==> src/rtl/seg_scan.sv <==
// Eight-digit multiplexed seven-segment scanner: advances one digit per scan_clk
// edge, with a one-cycle all-off gap before every digit change.
module seg_scan #(
  parameter bit ADV_BOTH_EDGES = 1'b0
) (
  input  logic        clk_in,
  input  logic        rst_n,
  input  logic        scan_clk,
  input  logic [31:0] data,
  input  logic [7:0]  blank_mask,
  input  logic [7:0]  dp_mask,
  output logic [7:0]  an,
  output logic [6:0]  seg,
  output logic        dp,
  output logic [2:0]  digit_idx
);

  typedef enum logic {
    BLANK = 1'b0,
    DRIVE = 1'b1
  } state_t;

  state_t      state;
  state_t      state_nxt;
  logic [2:0]  idx;
  logic [2:0]  idx_nxt;
  logic        pending;
  logic        pending_nxt;
  logic [31:0] snap_data;
  logic [31:0] snap_data_nxt;
  logic [7:0]  snap_blank;
  logic [7:0]  snap_blank_nxt;
  logic [7:0]  snap_dp;
  logic [7:0]  snap_dp_nxt;

  logic        s1;
  logic        s2;
  logic        s3;
  logic [1:0]  warm;
  logic        edge_seen;
  logic        tick;
  logic        adv;

  logic [7:0]  an_d;
  logic [6:0]  seg_d;
  logic        dp_d;
  logic [3:0]  nibble;

  // Active-high segment pattern {g,f,e,d,c,b,a} for one hex nibble.
  function automatic logic [6:0] hex_decode(input logic [3:0] n);
    logic [6:0] r;
    case (n)
      4'h0:    r = 7'h3F;
      4'h1:    r = 7'h06;
      4'h2:    r = 7'h5B;
      4'h3:    r = 7'h4F;
      4'h4:    r = 7'h66;
      4'h5:    r = 7'h6D;
      4'h6:    r = 7'h7D;
      4'h7:    r = 7'h07;
      4'h8:    r = 7'h7F;
      4'h9:    r = 7'h6F;
      4'hA:    r = 7'h77;
      4'hB:    r = 7'h7C;
      4'hC:    r = 7'h39;
      4'hD:    r = 7'h5E;
      4'hE:    r = 7'h79;
      default: r = 7'h71;
    endcase
    return r;
  endfunction

  // scan_clk is asynchronous data: two-flop synchronizer plus a history flop.
  always_ff @(posedge clk_in or negedge rst_n) begin
    if (!rst_n) begin
      s1 <= 1'b0;
      s2 <= 1'b0;
      s3 <= 1'b0;
    end else begin
      s1 <= scan_clk;
      s2 <= s1;
      s3 <= s2;
    end
  end

  // s3 only holds a genuine sample three cycles after reset; until then a
  // high scan_clk level would look like a rising edge.
  always_ff @(posedge clk_in or negedge rst_n) begin
    if (!rst_n) begin
      warm <= 2'd0;
    end else if (warm != 2'd3) begin
      warm <= warm + 2'd1;
    end
  end

  always_comb begin
    if (ADV_BOTH_EDGES) begin
      edge_seen = s2 ^ s3;
    end else begin
      edge_seen = s2 & ~s3;
    end
    tick = edge_seen & (warm == 2'd3);
    adv  = tick | pending;
  end

  // State register.
  always_ff @(posedge clk_in or negedge rst_n) begin
    if (!rst_n) begin
      state      <= BLANK;
      idx        <= 3'd0;
      pending    <= 1'b0;
      snap_data  <= 32'h0;
      snap_blank <= 8'h0;
      snap_dp    <= 8'h0;
    end else begin
      state      <= state_nxt;
      idx        <= idx_nxt;
      pending    <= pending_nxt;
      snap_data  <= snap_data_nxt;
      snap_blank <= snap_blank_nxt;
      snap_dp    <= snap_dp_nxt;
    end
  end

  // Next-state logic.
  always_comb begin
    state_nxt      = state;
    idx_nxt        = idx;
    pending_nxt    = pending;
    snap_data_nxt  = snap_data;
    snap_blank_nxt = snap_blank;
    snap_dp_nxt    = snap_dp;
    case (state)
      BLANK: begin
        state_nxt   = DRIVE;
        pending_nxt = pending | tick;
        if (idx == 3'd0) begin
          snap_data_nxt  = data;
          snap_blank_nxt = blank_mask;
          snap_dp_nxt    = dp_mask;
        end
      end
      default: begin
        if (adv) begin
          idx_nxt   = idx + 3'd1;
          state_nxt = BLANK;
          // A fresh tick coinciding with a consumed pending one stays queued.
          pending_nxt = pending & tick;
        end
      end
    endcase
  end

  // Output logic: computed from next state so the registered outputs match
  // the state and idx of the cycle they are shown in.
  always_comb begin
    nibble = snap_data_nxt[{idx_nxt, 2'b00} +: 4];
    an_d   = 8'hFF;
    seg_d  = 7'h7F;
    dp_d   = 1'b1;
    if (state_nxt == DRIVE && !snap_blank_nxt[idx_nxt]) begin
      an_d  = ~(8'b1 << idx_nxt);
      seg_d = ~hex_decode(nibble);
      dp_d  = ~snap_dp_nxt[idx_nxt];
    end
  end

  always_ff @(posedge clk_in or negedge rst_n) begin
    if (!rst_n) begin
      an        <= 8'hFF;
      seg       <= 7'h7F;
      dp        <= 1'b1;
      digit_idx <= 3'd0;
    end else begin
      an        <= an_d;
      seg       <= seg_d;
      dp        <= dp_d;
      digit_idx <= idx_nxt;
    end
  end

endmodule

==> config.mk <==
export PLATFORM = sky130hd
export DESIGN_NAME = seg_scan
export DESIGN_NICKNAME = d
export VERILOG_FILES = /design/src/rtl/seg_scan.sv
export SDC_FILE = /design/constraint.sdc
export NUM_CORES = 1
export LEC_CHECK = 0
export ABC_AREA = 1
export BUFFER_PORTS_ARGS = -buffer_cell sky130_fd_sc_hd__buf_2
export CAP_MARGIN = 0
export CORE_MARGIN = 1.5
export CORE_UTILIZATION = 45
export CTS_BUF_LIST = sky130_fd_sc_hd__clkbuf_2
export CTS_CLUSTER_SIZE = 28
export DETAILED_ROUTE_END_ITERATION = 7
export PLACE_DENSITY = 0.67
export SLEW_MARGIN = 40
export SYNTH_ARGS = -nofsm -noshare
export SYNTH_HDL_FRONTEND = slang
export SYNTH_SLANG_ARGS = --single-unit
==> constraint.sdc <==
create_clock -name clk_in -period 3 [get_ports clk_in]
set_input_delay 0.45 -clock clk_in [delete_from_list [all_inputs] [get_ports clk_in]]
set_output_delay 0.45 -clock clk_in [all_outputs]
set_load 0.01 [all_outputs]
==> metrics.md <==
| Metric | Value |
|---|---|
| Status | `finished, final reports clean` |
| Netlist cell types | `28` |
| Final nets | `594` |
| Clock transition at path regs | `0.20 ns` |
| Peak Freq | `371 MHz` |
| Critical Path Sink | `seg[1]` |
| Clock skew | `0.0207 ns` |
| Commonest cells after routing, fill and taps aside | `225 x nand2_1, 68 x buf_2, 58 x dfrtp_1, 37 x nand3_1, 36 x inv_1` |
| Hold path depth | `3` |
| GR Overflow Total | `0` |
| Setup CP Type | `reg2reg` |
| Detailed placement HPWL | `5630 µm` |
| DP Area | `4110 µm²` |
| Largest net degree at the start of global routing | `56` |
| Clock sink count | `74` |
| H-tree levels | `3` |
| Levels on crit path | `16` |
| Die width | `93.6 µm` |
| CTS Buf Count | `9` |
| NetSw | `2.16 mW` |
| Synth Cell Area | `3700 µm²` |
| Tot Pwr | `4.78 mW` |
| Area grow syn2layout | `15.4%` |
| Worst hold path type | `in2reg` |
| Total Wirelength | `7970 µm` |
| Slew Limit Headroom | `66.1%` |
| CP peak stage delay | `0.44 ns` |
| Die Ht | `93.6 µm` |
| CTS Buffer Depth | `2` |
| Max-slew violations | `0` |
| Net Sw Frac | `45.3%` |
| I/O pin cnt | `70` |
| Initial Util | `47.1%` |
| DR vias/cell | `4.73` |
| Initial DRC Count | `127` |
| Ys Warns | `0` |
| Pre-CTS WS | `0.322 ns` |
| Final ANT Viol Nets | `0` |
| TritonCTS clock tree | `done` |
| Worst skew pair latency | `0.52 ns` |
| Total Neg Setup Slack | `0 ns` |
| VDD IR max | `0.429 mV` |
| First-pass GRT wire length | `13300 µm` |
| Number of global-route vias before repair | `2921` |
| Sequential Power Share | `33.8%` |
| Slack of the critical path | `0.303 ns` |
| Reg2reg end | `seg[1]` |
| CP cell instances | `ha_1 > nand3_1 > nand2_2 > nand2_4 > nand2_1 > nand2_1 > nand2_1 > nand2_1 > nand2_1 > nand3_1 > nand2_1 > ha_1 > nand3_1 > nor2_1 > nor2_1 > nand2_1` |
| Fill cells | `779` |
| Sequential area share after synthesis | `50.6%` |
| Root buffer cell | `clkbuf_2` |
| Crit path max fanout | `15` |
| R2R cell count | `16` |
| Core footprint | `7850 µm²` |
| Register area | `1870 µm²` |
| Max-Cap Viols | `0` |
| Num rows | `32` |
| Period utilisation layout | `89.9%` |
| Int Power | `2.62 mW` |
| Synthesized instance count | `460` |
| Most common cell after layout, fill and taps aside | `nand2_1` |
| Worst Hold Slack | `0.139 ns` |
| Reg2Reg Launch Point | `warm[0]` |
| Crit path DAT | `3.18 ns` |
| Pre-antenna DRT Iters | `4` |
| Startpoint types | `flip-flop` |
| Crit end category | `flip-flop` |
| WP buf/inv | `0` |
| Yosys reg bits | `74` |
| Final Hold Vio Count | `0` |
| GPL Wtd Cong | `0.828` |
| Crit-path slowest cell | `dfrtp_1` |
| Average size of a mapped cell | `8.04 µm²` |
| Vias | `3026` |
| Clock group share of total power | `13.0%` |
| Antenna Cells | `0` |
| Min Tclk post-route | `2.70 ns` |
| Die Area | `8770 µm²` |
| Logic pwr share | `53.2%` |
| Required time of the worst setup path | `3.48 ns` |
| Area of the multi-input gates | `1560 µm²` |
| Drc violations | `0` |
| Wire per inst | `12.4 µm` |
| Setup Buffers After CTS | `0` |
| Final setup viols | `0` |
| Syn_nets | `521` |
| Worst slew pin tran | `0.507 ns` |
| Initial antenna violation count | `0` |
| Power density over the cells | `1120 nW/µm²` |
| Fin area | `4270 µm²` |
| CP startpoint | `warm[0]` |
| R2R Setup Slk | `0.30 ns` |
| Share of cells above drive strength 1 | `24.3%` |
| Cell repeated most along the worst path | `nand2_1` |
| Leakage | `2.34 nW` |
| Total track usage | `19.7%` |
| CP top delay family | `simple AND/OR/NAND/NOR gates` |
| PortBufs | `69` |
| RSZ-0062 raised after global routing | `no` |
==> flip-flops by register name (all words and copies together) (netlist names) <==
name	cells
snap_data	32
an	8
snap_blank	8
snap_dp	8
seg	7
digit_idx	3
warm	2
dp	1
pending	1
s1	1
s2	1
s3	1
state	1
==> worst min-delay path by stage <==
stage	startpoint	endpoint	slack, ns
after detailed placement	s1	s2	0.34
final	dp_mask[7]	snap_dp[7]	0.14
after CTS	dp_mask[7]	snap_dp[7]	0.12
after global placement	s1	s2	0.34
after global routing	dp_mask[7]	snap_dp[7]	0.11
after floorplan	rst_n	digit_idx[0]	0.15
==> cell type report <==
cell class / instances / share of cell area (%)
timing repair buffer: 78 / 10.1
tap: 102 / 2.99
clock buffer: 10 / 1.17
inverter: 39 / 3.43
clock inverter: 6 / 1.88
multi-input combinational: 331 / 36.5
sequential: 74 / 43.9
==> kinds of logic after synthesis <==
logic type | Yosys count | share of synthesized area (%)
adders and majority gates | 10 | 3.38
DFF | 74 | 50.6
and+or+nand+nor | 294 | 33.9
xor gates and xnor gates | 3 | 0.914
buffers and inverters | 55 | 7.48
AOI/OAI and AO/OA | 23 | 3.38
muxes | 1 | 0.305
==> stage by stage <==
stage / cells / util (%)
3_3_place_gp: 622 / 52.3
6_report: 640 / 54.4
5_1_grt: 640 / 54.4
4_1_cts: 640 / 54.2
3_5_place_dp: 622 / 52.3
2_1_floorplan: 460 / -
==> Yosys cell counts (all sizes together) <==
cell,count,share of area [%]
ha,10,3.4
xor2,2,0.68
o22ai,2,0.34
buf,16,3.5
or2,3,0.51
dfstp,16,11
dfrtp,58,39
inv,39,4.0
o21ai,21,3.0
mux2,1,0.30
nor2,12,1.6
nand3,42,6.6
and2,4,0.68
xnor2,1,0.24
nand2,233,25
==> repair_timing <==
| item | 4_1_cts | 5_1_grt |
|---|---|---|
| endpoints found under the setup margin | 0 | 2 |
| hold buffers | 2 | 0 |
| hold endpoints to repair | 28 | 0 |
| resized for setup | 0 | 1 |
==> power by group through the flow <==
stage,registers [mW],clock network [mW],logic (mW)
floorplan,1.68,0,1.91
global placement,1.63,0,2.47
detailed placement,1.65,0,2.51
CTS,1.62,0.635,2.54
global route,1.66,0.672,2.94
finish,1.62,0.622,2.54
==> routing by layer <==
| layer | global-route usage [%] | part of all wire [%] |
|---|---|---|
| met1 | 25.8 | 47 |
| met2 | 32.2 | 47 |
| met3 | 3.66 | 4.8 |
| met4 | 7.96 | 1.5 |
| met5 | 0 | 0 |
==> worst min-delay path, stage by stage <==
cell,delay (ns)
buf_2,0.08
nand2_1,0.04
nand2_1,0.07
Note: power is estimated with default switching activity, not from simulation.
